==> src/rtl/spi_pkg.sv <==
// -----------------------------------------------------------------------------
// spi_pkg
// Shared definitions for the SPI slave receive path:
//   - default number of bytes in a command frame
//   - frame state encoding (IDLE / ACTIVE)
//   - byte index width and the wider byte counter width
//     (the counter saturates at FRAME_BYTES, which may be 16)
// -----------------------------------------------------------------------------
package spi_pkg;

   localparam int FRAME_BYTES_DEF = 9;
   localparam int IDX_W           = 4;
   localparam int CNT_W           = IDX_W + 1;

   typedef enum logic {
      IDLE   = 1'b0,
      ACTIVE = 1'b1
   } spi_state_t;

   typedef logic [IDX_W-1:0] byte_idx_t;

endpackage

==> src/rtl/fpga_pin_sync.sv <==
// -----------------------------------------------------------------------------
// fpga_pin_sync
// Multi-stage synchronizer for one asynchronous input pin, followed by a
// history flop that turns level changes into single-cycle edge pulses.
// Every flop resets to RESET_VAL (the idle level of the pin), so leaving
// reset never manufactures an edge on an idle pin.
//
// Ports:
//   clk    in   sampling clock
//   rst_n  in   asynchronous active-low reset
//   pin    in   raw asynchronous pin
//   level  out  synchronized pin level
//   rise   out  one-cycle pulse on a synchronized 0->1 transition
//   fall   out  one-cycle pulse on a synchronized 1->0 transition
// -----------------------------------------------------------------------------
module fpga_pin_sync #(
   parameter int   STAGES    = 2,
   parameter logic RESET_VAL = 1'b0
) (
   input  logic clk,
   input  logic rst_n,
   input  logic pin,
   output logic level,
   output logic rise,
   output logic fall
);

   logic [STAGES-1:0] sync_reg;
   logic              hist_reg;

   always_ff @(posedge clk or negedge rst_n) begin
      if (!rst_n) begin
         sync_reg <= {STAGES{RESET_VAL}};
         hist_reg <= RESET_VAL;
      end else begin
         sync_reg <= {sync_reg[STAGES-2:0], pin};
         hist_reg <= sync_reg[STAGES-1];
      end
   end

   assign level = sync_reg[STAGES-1];
   assign rise  =  level & ~hist_reg;
   assign fall  = ~level &  hist_reg;

endmodule

==> src/rtl/fpga_spi_slave_rx.sv <==
// -----------------------------------------------------------------------------
// fpga_spi_slave_rx
// SPI mode-0 slave front end. The SCLK / CS / MOSI pins are synchronized into
// sysClk; MSB-first bytes are deserialized and presented with their index in
// the frame. A status/echo byte (tx_byte) is shifted out on MISO, reloaded at
// CS fall and at every byte boundary. Short/partial frames and extra bytes
// beyond FRAME_BYTES are flagged.
//
// Ports:
//   sysClk           in   system clock, rising edge
//   reset_n          in   asynchronous active-low reset
//   spi_sclk         in   SPI clock (CPOL=0, CPHA=0), asynchronous
//   spi_cs_n         in   chip select, active low, asynchronous
//   spi_mosi         in   master-out data, asynchronous
//   spi_miso         out  slave-out data (TX shifter bit 7)
//   tx_byte          in   next byte to transmit
//   tx_byte_ack      out  pulse: tx_byte captured into the TX shifter
//   spi_byte         out  last received byte (held between valid pulses)
//   spi_input_valid  out  pulse: spi_byte / spi_byte_num valid
//   spi_byte_num     out  index of spi_byte within the frame
//   frame_done       out  pulse with the valid of byte FRAME_BYTES-1
//   frame_error      out  pulse: CS rose on a short or partial frame
//   overflow         out  pulse: byte received beyond FRAME_BYTES
// -----------------------------------------------------------------------------
module fpga_spi_slave_rx
   import spi_pkg::*;
#(
   parameter int FRAME_BYTES = FRAME_BYTES_DEF,
   parameter int SYNC_STAGES = 2
) (
   input  logic             sysClk,
   input  logic             reset_n,
   input  logic             spi_sclk,
   input  logic             spi_cs_n,
   input  logic             spi_mosi,
   output logic             spi_miso,
   input  logic [7:0]       tx_byte,
   output logic             tx_byte_ack,
   output logic [7:0]       spi_byte,
   output logic             spi_input_valid,
   output logic [IDX_W-1:0] spi_byte_num,
   output logic             frame_done,
   output logic             frame_error,
   output logic             overflow
);

   localparam logic [CNT_W-1:0] FB_CNT  = CNT_W'(FRAME_BYTES);
   localparam logic [CNT_W-1:0] FB_LAST = CNT_W'(FRAME_BYTES - 1);

   // Pin bundle: bit 0 = sclk, bit 1 = cs_n, bit 2 = mosi.
   localparam logic [2:0] PIN_IDLE = 3'b010;

   logic [2:0] pin_raw;
   logic [2:0] pin_level;
   logic [2:0] pin_rise;
   logic [2:0] pin_fall;

   assign pin_raw = {spi_mosi, spi_cs_n, spi_sclk};

   generate
      for (genvar gi = 0; gi < 3; gi++) begin : g_sync
         fpga_pin_sync #(
            .STAGES    (SYNC_STAGES),
            .RESET_VAL (PIN_IDLE[gi])
         ) u_sync (
            .clk   (sysClk),
            .rst_n (reset_n),
            .pin   (pin_raw[gi]),
            .level (pin_level[gi]),
            .rise  (pin_rise[gi]),
            .fall  (pin_fall[gi])
         );
      end
   endgenerate

   logic sig_unused;
   assign sig_unused = &{1'b0, pin_level[0], pin_rise[2], pin_fall[2]};

   // -------------------------------------------------------------------------
   // CS arming. The cs_n synchronizer resets to 1; if the pin is already low
   // when reset releases, the chain would report a fake cs_fall. A CS fall is
   // only honoured once the synchronizer has settled and CS has truly been
   // seen high since reset.
   // -------------------------------------------------------------------------
   logic [SYNC_STAGES:0] settle_reg;
   logic                 armed_reg;
   logic                 settled;

   assign settled = settle_reg[SYNC_STAGES];

   always_ff @(posedge sysClk or negedge reset_n) begin
      if (!reset_n) begin
         settle_reg <= '0;
         armed_reg  <= 1'b0;
      end else begin
         settle_reg <= {settle_reg[SYNC_STAGES-1:0], 1'b1};
         if (settled && pin_level[1])
            armed_reg <= 1'b1;
      end
   end

   logic sclk_rise;
   logic sclk_fall;
   logic cs_fall;
   logic cs_rise;
   logic mosi_bit;

   assign sclk_rise = pin_rise[0];
   assign sclk_fall = pin_fall[0];
   assign cs_fall   = pin_fall[1] & armed_reg;
   assign cs_rise   = pin_rise[1];
   assign mosi_bit  = pin_level[2];

   // -------------------------------------------------------------------------
   // Frame FSM: state register / next state / outputs
   // -------------------------------------------------------------------------
   spi_state_t state_reg;
   spi_state_t state_next;
   logic       in_frame;

   always_ff @(posedge sysClk or negedge reset_n) begin
      if (!reset_n)
         state_reg <= IDLE;
      else
         state_reg <= state_next;
   end

   always_comb begin
      state_next = state_reg;
      case (state_reg)
         IDLE:    if (cs_fall) state_next = ACTIVE;
         ACTIVE:  if (cs_rise) state_next = IDLE;
         default: state_next = IDLE;
      endcase
   end

   always_comb begin
      in_frame = (state_reg == ACTIVE);
   end

   // -------------------------------------------------------------------------
   // Datapath
   // -------------------------------------------------------------------------
   logic [2:0]       bit_cnt_reg,  bit_cnt_next;
   logic [CNT_W-1:0] byte_cnt_reg, byte_cnt_next;
   logic [7:0]       rx_shift_reg, rx_shift_next;
   logic [7:0]       tx_shift_reg, tx_shift_next;
   logic             skip_reg,     skip_next;
   logic [7:0]       byte_out_reg, byte_out_next;
   byte_idx_t        byte_num_reg, byte_num_next;
   logic             valid_reg,    valid_next;
   logic             done_reg,     done_next;
   logic             error_reg,    error_next;
   logic             ovf_reg,      ovf_next;
   logic             ack_reg,      ack_next;

   always_comb begin
      bit_cnt_next  = bit_cnt_reg;
      byte_cnt_next = byte_cnt_reg;
      rx_shift_next = rx_shift_reg;
      tx_shift_next = tx_shift_reg;
      skip_next     = skip_reg;
      byte_out_next = byte_out_reg;
      byte_num_next = byte_num_reg;
      valid_next    = 1'b0;
      done_next     = 1'b0;
      error_next    = 1'b0;
      ovf_next      = 1'b0;
      ack_next      = 1'b0;

      if (cs_fall) begin
         // Start of frame; any coincident SCLK edge is ignored.
         bit_cnt_next  = '0;
         byte_cnt_next = '0;
         rx_shift_next = '0;
         tx_shift_next = tx_byte;
         skip_next     = 1'b0;
         ack_next      = 1'b1;
      end else if (in_frame) begin
         if (sclk_rise) begin
            rx_shift_next = {rx_shift_reg[6:0], mosi_bit};
            bit_cnt_next  = bit_cnt_reg + 3'd1;
            if (bit_cnt_reg == 3'd7) begin
               if (byte_cnt_reg < FB_CNT) begin
                  byte_out_next = rx_shift_next;
                  byte_num_next = byte_cnt_reg[IDX_W-1:0];
                  valid_next    = 1'b1;
                  done_next     = (byte_cnt_reg == FB_LAST);
                  byte_cnt_next = byte_cnt_reg + CNT_W'(1);
               end else begin
                  ovf_next      = 1'b1;
               end
               // MISO already shows the new bit 7; the falling edge that
               // follows this rising edge must not shift it away.
               tx_shift_next = tx_byte;
               skip_next     = 1'b1;
               ack_next      = 1'b1;
            end
         end else if (sclk_fall) begin
            if (skip_reg)
               skip_next = 1'b0;
            else
               tx_shift_next = {tx_shift_reg[6:0], 1'b0};
         end

         // Frame end is judged on the counters after any same-cycle byte
         // completion above.
         if (cs_rise) begin
            if ((bit_cnt_next != 3'd0) ||
                ((byte_cnt_next != '0) && (byte_cnt_next < FB_CNT)))
               error_next = 1'b1;
            bit_cnt_next  = '0;
            byte_cnt_next = '0;
            skip_next     = 1'b0;
         end
      end
   end

   always_ff @(posedge sysClk or negedge reset_n) begin
      if (!reset_n) begin
         bit_cnt_reg  <= '0;
         byte_cnt_reg <= '0;
         rx_shift_reg <= '0;
         tx_shift_reg <= '0;
         skip_reg     <= 1'b0;
         byte_out_reg <= '0;
         byte_num_reg <= '0;
         valid_reg    <= 1'b0;
         done_reg     <= 1'b0;
         error_reg    <= 1'b0;
         ovf_reg      <= 1'b0;
         ack_reg      <= 1'b0;
      end else begin
         bit_cnt_reg  <= bit_cnt_next;
         byte_cnt_reg <= byte_cnt_next;
         rx_shift_reg <= rx_shift_next;
         tx_shift_reg <= tx_shift_next;
         skip_reg     <= skip_next;
         byte_out_reg <= byte_out_next;
         byte_num_reg <= byte_num_next;
         valid_reg    <= valid_next;
         done_reg     <= done_next;
         error_reg    <= error_next;
         ovf_reg      <= ovf_next;
         ack_reg      <= ack_next;
      end
   end

   assign spi_miso        = tx_shift_reg[7];
   assign tx_byte_ack     = ack_reg;
   assign spi_byte        = byte_out_reg;
   assign spi_input_valid = valid_reg;
   assign spi_byte_num    = byte_num_reg;
   assign frame_done      = done_reg;
   assign frame_error     = error_reg;
   assign overflow        = ovf_reg;

endmodule

==> config.mk <==
export PLATFORM = sky130hd
export DESIGN_NAME = fpga_spi_slave_rx
export DESIGN_NICKNAME = d
export VERILOG_FILES = /design/src/rtl/spi_pkg.sv /design/src/rtl/fpga_pin_sync.sv /design/src/rtl/fpga_spi_slave_rx.sv
export SDC_FILE = /design/constraint.sdc
export NUM_CORES = 1
export LEC_CHECK = 0
export CORE_UTILIZATION = 45
export CTS_CLUSTER_DIAMETER = 30
export DETAILED_ROUTE_END_ITERATION = 10
export GPL_TIMING_DRIVEN = 0
export PLACE_DENSITY = 0.81
export SETUP_SLACK_MARGIN = 0.3
export SYNTH_ARGS = -nofsm -noshare
export SYNTH_HDL_FRONTEND = slang
export SYNTH_SLANG_ARGS = --single-unit
==> constraint.sdc <==
create_clock -name sysClk -period 1.7 [get_ports sysClk]
set_clock_uncertainty 0.15 [all_clocks]
set_input_delay 0.17 -clock sysClk [delete_from_list [all_inputs] [get_ports sysClk]]
set_output_delay 0.17 -clock sysClk [all_outputs]
set_load 0.01 [all_outputs]
==> results of run 1 <==
==> power groups by stage <==
| stage | logic, µW | registers (µW) | clock network [µW] |
|---|---|---|---|
| after global placement | 280 | 1420 | 0 |
| final | 505 | 1430 | 724 |
| after CTS | 405 | 1410 | 728 |
| after floorplan | 179 | 1420 | 0 |
| after global routing | 540 | 1440 | 785 |
| after detailed placement | 294 | 1430 | 0 |
==> stage by stage <==
step	worst slack, ns	util (%)	hold WS [ns]	setup TNS, ns	instance area, µm²
2_1_floorplan	-0.156	-	-0.276	-0.352	2350
3_3_place_gp	-1.24	57.2	0.182	-67.88	2740
3_5_place_dp	-0.319	57.5	0.0359	-3.48	2750
4_1_cts	-0.237	69.2	0.127	-1.69	3310
5_1_grt	-0.324	76.3	0.123	-6.56	3650
6_report	-0.260	76.3	0.123	-4.68	3650
==> kinds of logic (layout without fill, tap and decap cells) <==
| family | Yosys count | in the layout | share of synthesized area [%] |
|---|---|---|---|
| AO/OA/AOI/OAI | 42 | 42 | 11.4 |
| XOR/XNOR | 3 | 3 | 1.16 |
| adder cells (fa/ha/maj) | 6 | 6 | 3.30 |
| buffers and inverters | 16 | 95 | 3.03 |
| flip-flops | 54 | 54 | 59.6 |
| multiplexers | 16 | 16 | 7.87 |
| other | 1 | 1 | 0.165 |
| AND/OR/NAND/NOR | 62 | 62 | 13.5 |
==> final cells by class <==
type,count,area [µm²]
Sequential cell,54,1360
Multi-Input combinational cell,130,1260
Fill cell,294,1140
Timing Repair Buffer,71,713
Buffer,8,106
Clock buffer,7,86.3
Tap cell,67,83.8
Inverter,8,40.0
Clock inverter,1,5.00
==> worst paths after layout <==
| check | start | end | slack [ns] | cells after the start |
|---|---|---|---|---|
| min in group asynchronous | reset_n | spi_byte_num[3]$_DFFE_PN0P_ | 0.24 | 2 |
| hold reg to reg | g_sync[0].u_sync.sync_reg[0]$_DFF_PN0_ | g_sync[0].u_sync.sync_reg[1]$_DFF_PN0_ | 0.20 | 0 |
| hold / removal | spi_cs_n | g_sync[1].u_sync.sync_reg[0]$_DFF_PN1_ | 0.12 | 1 |
| setup reg to reg | byte_cnt_reg[1]$_DFFE_PN0N_ | spi_byte[7]$_DFFE_PN0P_ | -0.26 | 5 |
| setup / recovery | byte_cnt_reg[1]$_DFFE_PN0N_ | spi_byte[7]$_DFFE_PN0P_ | -0.26 | 5 |
| max in group asynchronous | reset_n | bit_cnt_reg[1]$_DFFE_PN0N_ | 0.61 | 3 |
==> cell usage after synthesis, types with 2 or more instances <==
| cell type | n |
|---|---|
| a31oi_1 | 3 |
| dfrtp_1 | 51 |
| mux2i_1 | 7 |
| nand2b_1 | 2 |
| nor3_1 | 3 |
| mux2_2 | 7 |
| nand3_1 | 10 |
| ha_1 | 6 |
| clkbuf_1 | 6 |
| a21o_1 | 2 |
| nand3b_1 | 3 |
| a32o_1 | 3 |
| nand2_1 | 23 |
| o22ai_1 | 2 |
| inv_1 | 8 |
| or3_1 | 2 |
| xnor2_1 | 2 |
| mux2_4 | 2 |
| dfstp_2 | 3 |
| nor2_1 | 12 |
| a21oi_1 | 17 |
| o21ai_0 | 10 |
==> routing by layer <==
layer  global-route usage (%)  vias to the layer above
met5                        0                        -
li1                         -                      858
met3                     5.25                       21
met1                     28.0                      972
met2                     40.3                       63
met4                     8.71                        0
==> cells in the final DEF, fill, tap and decap left out, types with 3 or more instances in the layout <==
master           instances
buf_4                   24
dfrtp_1                 49
clkdlybuf4s50_1         11
nor2_1                   3
buf_8                    7
buf_12                   6
nand2_1                 11
a21oi_2                 13
o21ai_1                  4
dlygate4sd2_1           18
buf_6                    8
o21ai_2                  5
nand2_2                  9
dfstp_2                  3
a32o_1                   3
ha_4                     4
nand3b_1                 3
nand3_4                  5
a21oi_1                  4
nor2_4                  10
inv_1                    4
nand3_2                  5
mux2i_1                  7
clkbuf_8                 9
mux2_2                   7
==> what timing repair did <==
| action | 4_1_cts | 5_1_grt |
|---|---|---|
| endpoints found under the setup margin | 59 | 41 |
| pin swaps | 24 | 17 |
| endpoints found under the hold margin | 20 | 0 |
| hold buffers | 1 | 0 |
| resized for setup | 82 | 53 |
| setup buffers | 24 | 13 |
| cloned | 2 | 0 |
==> metrics.md, run 1 <==
| Metric | Value |
|---|---|
| Final Wtd Congestion | 0.876 |
| Initial antenna violation count | 0 |
| Cells after Synth | 200 |
| Overall Power | 2660 µW |
| Class of the tightest hold or removal check | input port to register |
| Setup CP Type | register to register |
| Yosys warning total | 0 |
| Slew headroom | 63.1% |
| Critical path's top delay family | simple AND/OR/NAND/NOR gates |
| RSZ-0062 raised after global routing | true |
| Final setup vio count | 26 |
| Setup crit start kind | register |
| CTS tree | done |
| Flop pwr share | 53.7% |
| Max VDD drop | 693 µV |
| First-pass GRT wire length | 9.35 mm |
| Tcrit/Tclk final | 115% |
| Switch Pwr | 726 µW |
| HPWL after DPL | 3.04 mm |
| Rows | 25 |
| Vias | 1914 |
| Core Footprint | 0.00479 mm² |
| Maximum fanout along the worst path | 5 |
| CP max stage cell | dfrtp_2 |
| Leak | 0.00166 µW |
| Routed WL | 6.24 mm |
| Max Cap Violations | 0 |
| Clock Sinks | 54 |
| First-pass DRT Iterations | 4 |
| Wire length on met1 | 2.38 mm |
| Area grow syn2layout | 60.5% |
| # diodes | 0 |
| Final min period | 1.96 ns |
| Total GRT Usage | 23.2% |
| Slew of the pin with the lowest slew margin | 0.554 ns |
| Number of nets in the layout | 297 |
| Clock Tree Root | clkbuf_8 |
| Clk Latency, worst-skew pair | 0.30 ns |
| Die area | 0.00534 mm² |
| Cells after DPL | 298 |
| Int Power | 1930 µW |
| Arrival time worst endpoint | 2.01 ns |
| Top routing layer in use | met4 |
| Syn Std Cell Area | 0.00227 mm² |
| CP peak stage delay | 0.48 ns |
| I/O pins | 31 |
| DR vias/cell | 5.53 |
| Die Height | 73.1 µm |
| Worst path required time | 1.75 ns |
| Power Density | 728 mW/mm² |
| Worst-path clk slew | 0.09 ns |
| Sw Ratio | 27.3% |
| Congestion Overflow GR | 0 |
| Post-Syn Nets | 219 |
| 1st-iter DRT viols | 106 |
| Synth area leader | dfrtp_1 |
| WL met3 | 222 µm |
| Yosys reg bits | 54 |
| Crit-path cells | or3_4 -> a21oi_4 -> nand3_4 -> buf_8 -> mux2_4 |
| I/O Buffers | 30 |
| Fin worst setup slack | -0.260 ns |
| CTS Buffer Depth | 2 |
| Die Wd | 73.1 µm |
| Largest net degree at the start of global routing | 32 |
| Share of the synthesized area in the top cell type | 56.1% |
| H-Tree Depth | 2 |
| Initial core utilization | 47.5% |
| Fmax | 510 MHz |
| CP endpoint kind | register |
| DRC Markers | 0 |
| Synthesized area per cell | 11.4 µm² |
| Layout cell share with drive strength beyond 1 | 50.5% |
| TritonCTS buffer count | 5 |
| Final hold violation count | 0 |
| Ys flop type | dfrtp_1 |
| Synth async-reset ratio | 100% |
| Post-synthesis sequential area ratio | 59.6% |
| Layout Cells excl Fill | 346 |
| Failing checks | negative setup slack |
| Distinct cells, synth | 38 |
| Dominant cells by area after synthesis | dfrtp_1 (56%), nand2_1 (3.8%), a21oi_1 (3.7%), dfstp_2 (3.5%), mux2_2 (3.5%) |
| Routed length per instance | 18.0 µm |
| Post-DRT Antenna Nets | 0 |
| Outcome | finished, violations left |
| Clk network pwr share | 27.3% |
| Number of synthesized flops with an enable pin | 0 |
| Max-slew violation total from the final report | 0 |
| Metal2 WL | 3.43 mm |
| CP bufs+invs | 1 |
| Comb pwr share | 19.0% |
| Vias in the first global route | 1935 |
Power figures use the tool's default switching activity.
==> run 2: changes to the inputs <==
- PLACE_DENSITY: 0.81 -> 0.79
- clock period: 1.7 -> 2.07 ns (I/O delays scaled with it)
==> run 2 against run 1 <==
The flow now finishes without violations. Fmax is 4.0% higher. Cell area decreased by 11%. Sequential cell count unchanged.
==> metrics.md, run 2 (synthesized netlist as in run 1, its figures left out) <==
| Metric | Value |
|---|---|
| Outcome | completed (was finished, violations left) |
| Final min period | 1.89 ns (was 1.96 ns) |
| Max Cap Violations | 0 (unchanged) |
| Int Power | 1510 µW (was 1930 µW) |
| First-pass GRT wire length | 7.54 mm (was 9.35 mm) |
| Critical path's top delay family | flip-flops (was simple AND/OR/NAND/NOR gates) |
| Layout Cells excl Fill | 331 (was 346) |
| Final Wtd Congestion | 0.849 (was 0.876) |
| Fmax | 530 MHz (was 510 MHz) |
| Final setup vio count | 0 (was 26) |
| RSZ-0062 raised after global routing | true (unchanged) |
| Crit-path cells | inv_2 -> ha_4 -> or3_4 -> xnor2_2 -> a31oi_1 -> o31ai_1 (was or3_4 -> a21oi_4 -> nand3_4 -> buf_8 -> mux2_4) |
| TritonCTS buffer count | 5 (unchanged) |
| H-Tree Depth | 2 (unchanged) |
| Arrival time worst endpoint | 1.94 ns (was 2.01 ns) |
| CTS Buffer Depth | 2 (unchanged) |
| # diodes | 0 (unchanged) |
| Number of nets in the layout | 282 (was 297) |
| Clk network pwr share | 28.0% (was 27.3%) |
| Commonest non-fill, non-tap cell in the layout | dfrtp_1 (unchanged) |
| Rows | 25 (unchanged) |
| Comb pwr share | 15.4% (was 19.0%) |
| Cells after DPL | 298 (unchanged) |
| CP endpoint kind | register (unchanged) |
| Class of the tightest hold or removal check | input port to register (unchanged) |
| Switch Pwr | 546 µW (was 726 µW) |
| CP bufs+invs | 1 (unchanged) |
| Flop pwr share | 56.5% (was 53.7%) |
| Setup CP Type | register to register (unchanged) |
| Die area | 0.00534 mm² (unchanged) |
| Vias | 1786 (was 1914) |
| Commonest non-fill, non-tap cells in the layout | dfrtp_1 (48), clkdlybuf4s50_1 (29), nand2_1 (19) (was dfrtp_1 (49), buf_4 (24), dlygate4sd2_1 (18)) |
| I/O Buffers | 30 (unchanged) |
| DRC Markers | 0 (unchanged) |
| CP peak stage delay | 0.45 ns (was 0.48 ns) |
| Clock Sinks | 54 (unchanged) |
| 1st-iter DRT viols | 92 (was 106) |
| Layout cell share with drive strength beyond 1 | 36.4% (was 50.5%) |
| Worst-path clk slew | 0.09 ns (about the same) |
| Post-DRT Antenna Nets | 0 (unchanged) |
| Clk Latency, worst-skew pair | 0.31 ns (was 0.30 ns) |
| Setup crit start kind | register (unchanged) |
| Tcrit/Tclk final | 91.1% (was 115%) |
| Area grow syn2layout | 42.4% (was 60.5%) |
| DR vias/cell | 5.40 (was 5.53) |
| CTS tree | done (unchanged) |
| Max-slew violation total from the final report | 0 (unchanged) |
| HPWL after DPL | 2.96 mm (was 3.04 mm) |
| Core Footprint | 0.00479 mm² (unchanged) |
| CP max stage cell | dfrtp_2 (unchanged) |
| Congestion Overflow GR | 0 (unchanged) |
| First-pass DRT Iterations | 4 (unchanged) |
| Total GRT Usage | 18.8% (was 23.2%) |
| Maximum fanout along the worst path | 4 (was 5) |
| Max VDD drop | 376 µV (was 693 µV) |
| I/O pins | 31 (unchanged) |
| Setup TNS | 0 ns (was -4.68 ns) |
| Final hold violation count | 0 (unchanged) |
| Die Wd | 73.1 µm (unchanged) |
| Initial core utilization | 47.5% (unchanged) |
| Routed length per instance | 15.6 µm (was 18.0 µm) |
| Vias in the first global route | 1691 (was 1935) |
| Clock Tree Root | clkbuf_8 (unchanged) |
| Routed WL | 5.16 mm (was 6.24 mm) |
| Die Height | 73.1 µm (unchanged) |
| Initial antenna violation count | 0 (unchanged) |
| Largest net degree at the start of global routing | 36 (was 32) |
| Power Density | 634 mW/mm² (was 728 mW/mm²) |
| Leak | 0.00143 µW (was 0.00166 µW) |
| Sw Ratio | 26.6% (was 27.3%) |
| Worst path required time | 2.12 ns (was 1.75 ns) |
## run 2: cell types whose count changed in the layout (fill, tap and decap cells not counted), sizes merged, moves of 2 or more
cell and change:
clkdlybuf4s50 +18, clkinv -2, dlygate4sd2 -18, buf -16
## run 2: timing repair
action	4_1_cts	5_1_grt
endpoints found under the setup margin	30	36
resized for setup	27	46
gates cloned	1	1
endpoints found under the hold margin	16	0
buffers inserted	15	7
hold buffers	1	0
pin swaps	12	12
## run 2: cell type report
class	count	area, µm²
Inverter	8	30.0
Tap cell	67	83.8
Clock buffer	7	76.3
Buffer	8	65.1
Multi-Input combinational cell	130	1050
Timing Repair Buffer	56	568
Clock inverter	1	7.51
Sequential cell	54	1360
Fill cell	339	1550
## run 2: worst register-to-register path, stage by stage (launching register included)
cell	delay (ns)
dfrtp_2	0.45
inv_2	0.09
ha_4	0.20
or3_4	0.37
xnor2_2	0.13
a31oi_1	0.12
o31ai_1	0.26
## run 2: power groups by stage
stage	Combinational (µW)	Clock, µW	Sequential (µW)
3_3_place_gp	204	0	1170
2_1_floorplan	120	0	1160
5_1_grt	344	622	1170
4_1_cts	243	582	1150
3_5_place_dp	213	0	1170
6_report	317	576	1160
## run 2: layer usage
metal | wire length [µm] | global-route usage [%] | up-vias
met3 | 234 | 4.70 | 20
met5 | 0 | 0 | -
met4 | 189 | 8.71 | 0
li1 | - | - | 818
met1 | 2130 | 22.8 | 884
met2 | 2600 | 31.3 | 64
## run 2: through the flow
step / area, µm² / power, µW / utilization, % / setup WS (ns) / hold WS (ns)
final: 3240 / 2050 / 67.7 / 0.184 / 0.150
after global routing: 3240 / 2130 / 67.7 / 0.145 / 0.145
after CTS: 3010 / 1970 / 62.9 / 0.118 / 0.152
after detailed placement: 2690 / 1380 / 56.2 / 0.0277 / 0.0489
after global placement: 2680 / 1370 / 55.9 / -0.941 / 0.183
after floorplan: 2290 / 1280 / - / 0.214 / -0.239
## run 2: path summary, 6_finish.rpt
| check | end | slack, ns | startpoint | depth (start not counted) |
|---|---|---|---|---|
| max | frame_error$_DFF_PN0_ | 0.18 | byte_cnt_reg[0]$_DFFE_PN0N_ | 6 |
| min | g_sync[1].u_sync.sync_reg[0]$_DFF_PN1_ | 0.15 | spi_cs_n | 1 |
| max reg2reg | frame_error$_DFF_PN0_ | 0.18 | byte_cnt_reg[0]$_DFFE_PN0N_ | 6 |
| min reg2reg | settle_reg[1]$_DFF_PN0_ | 0.21 | settle_reg[0]$_DFF_PN0_ | 0 |
| max in group asynchronous | byte_cnt_reg[2]$_DFFE_PN0N_ | 1.00 | reset_n | 3 |
| min in group asynchronous | spi_byte_num[0]$_DFFE_PN0P_ | 0.23 | reset_n | 2 |
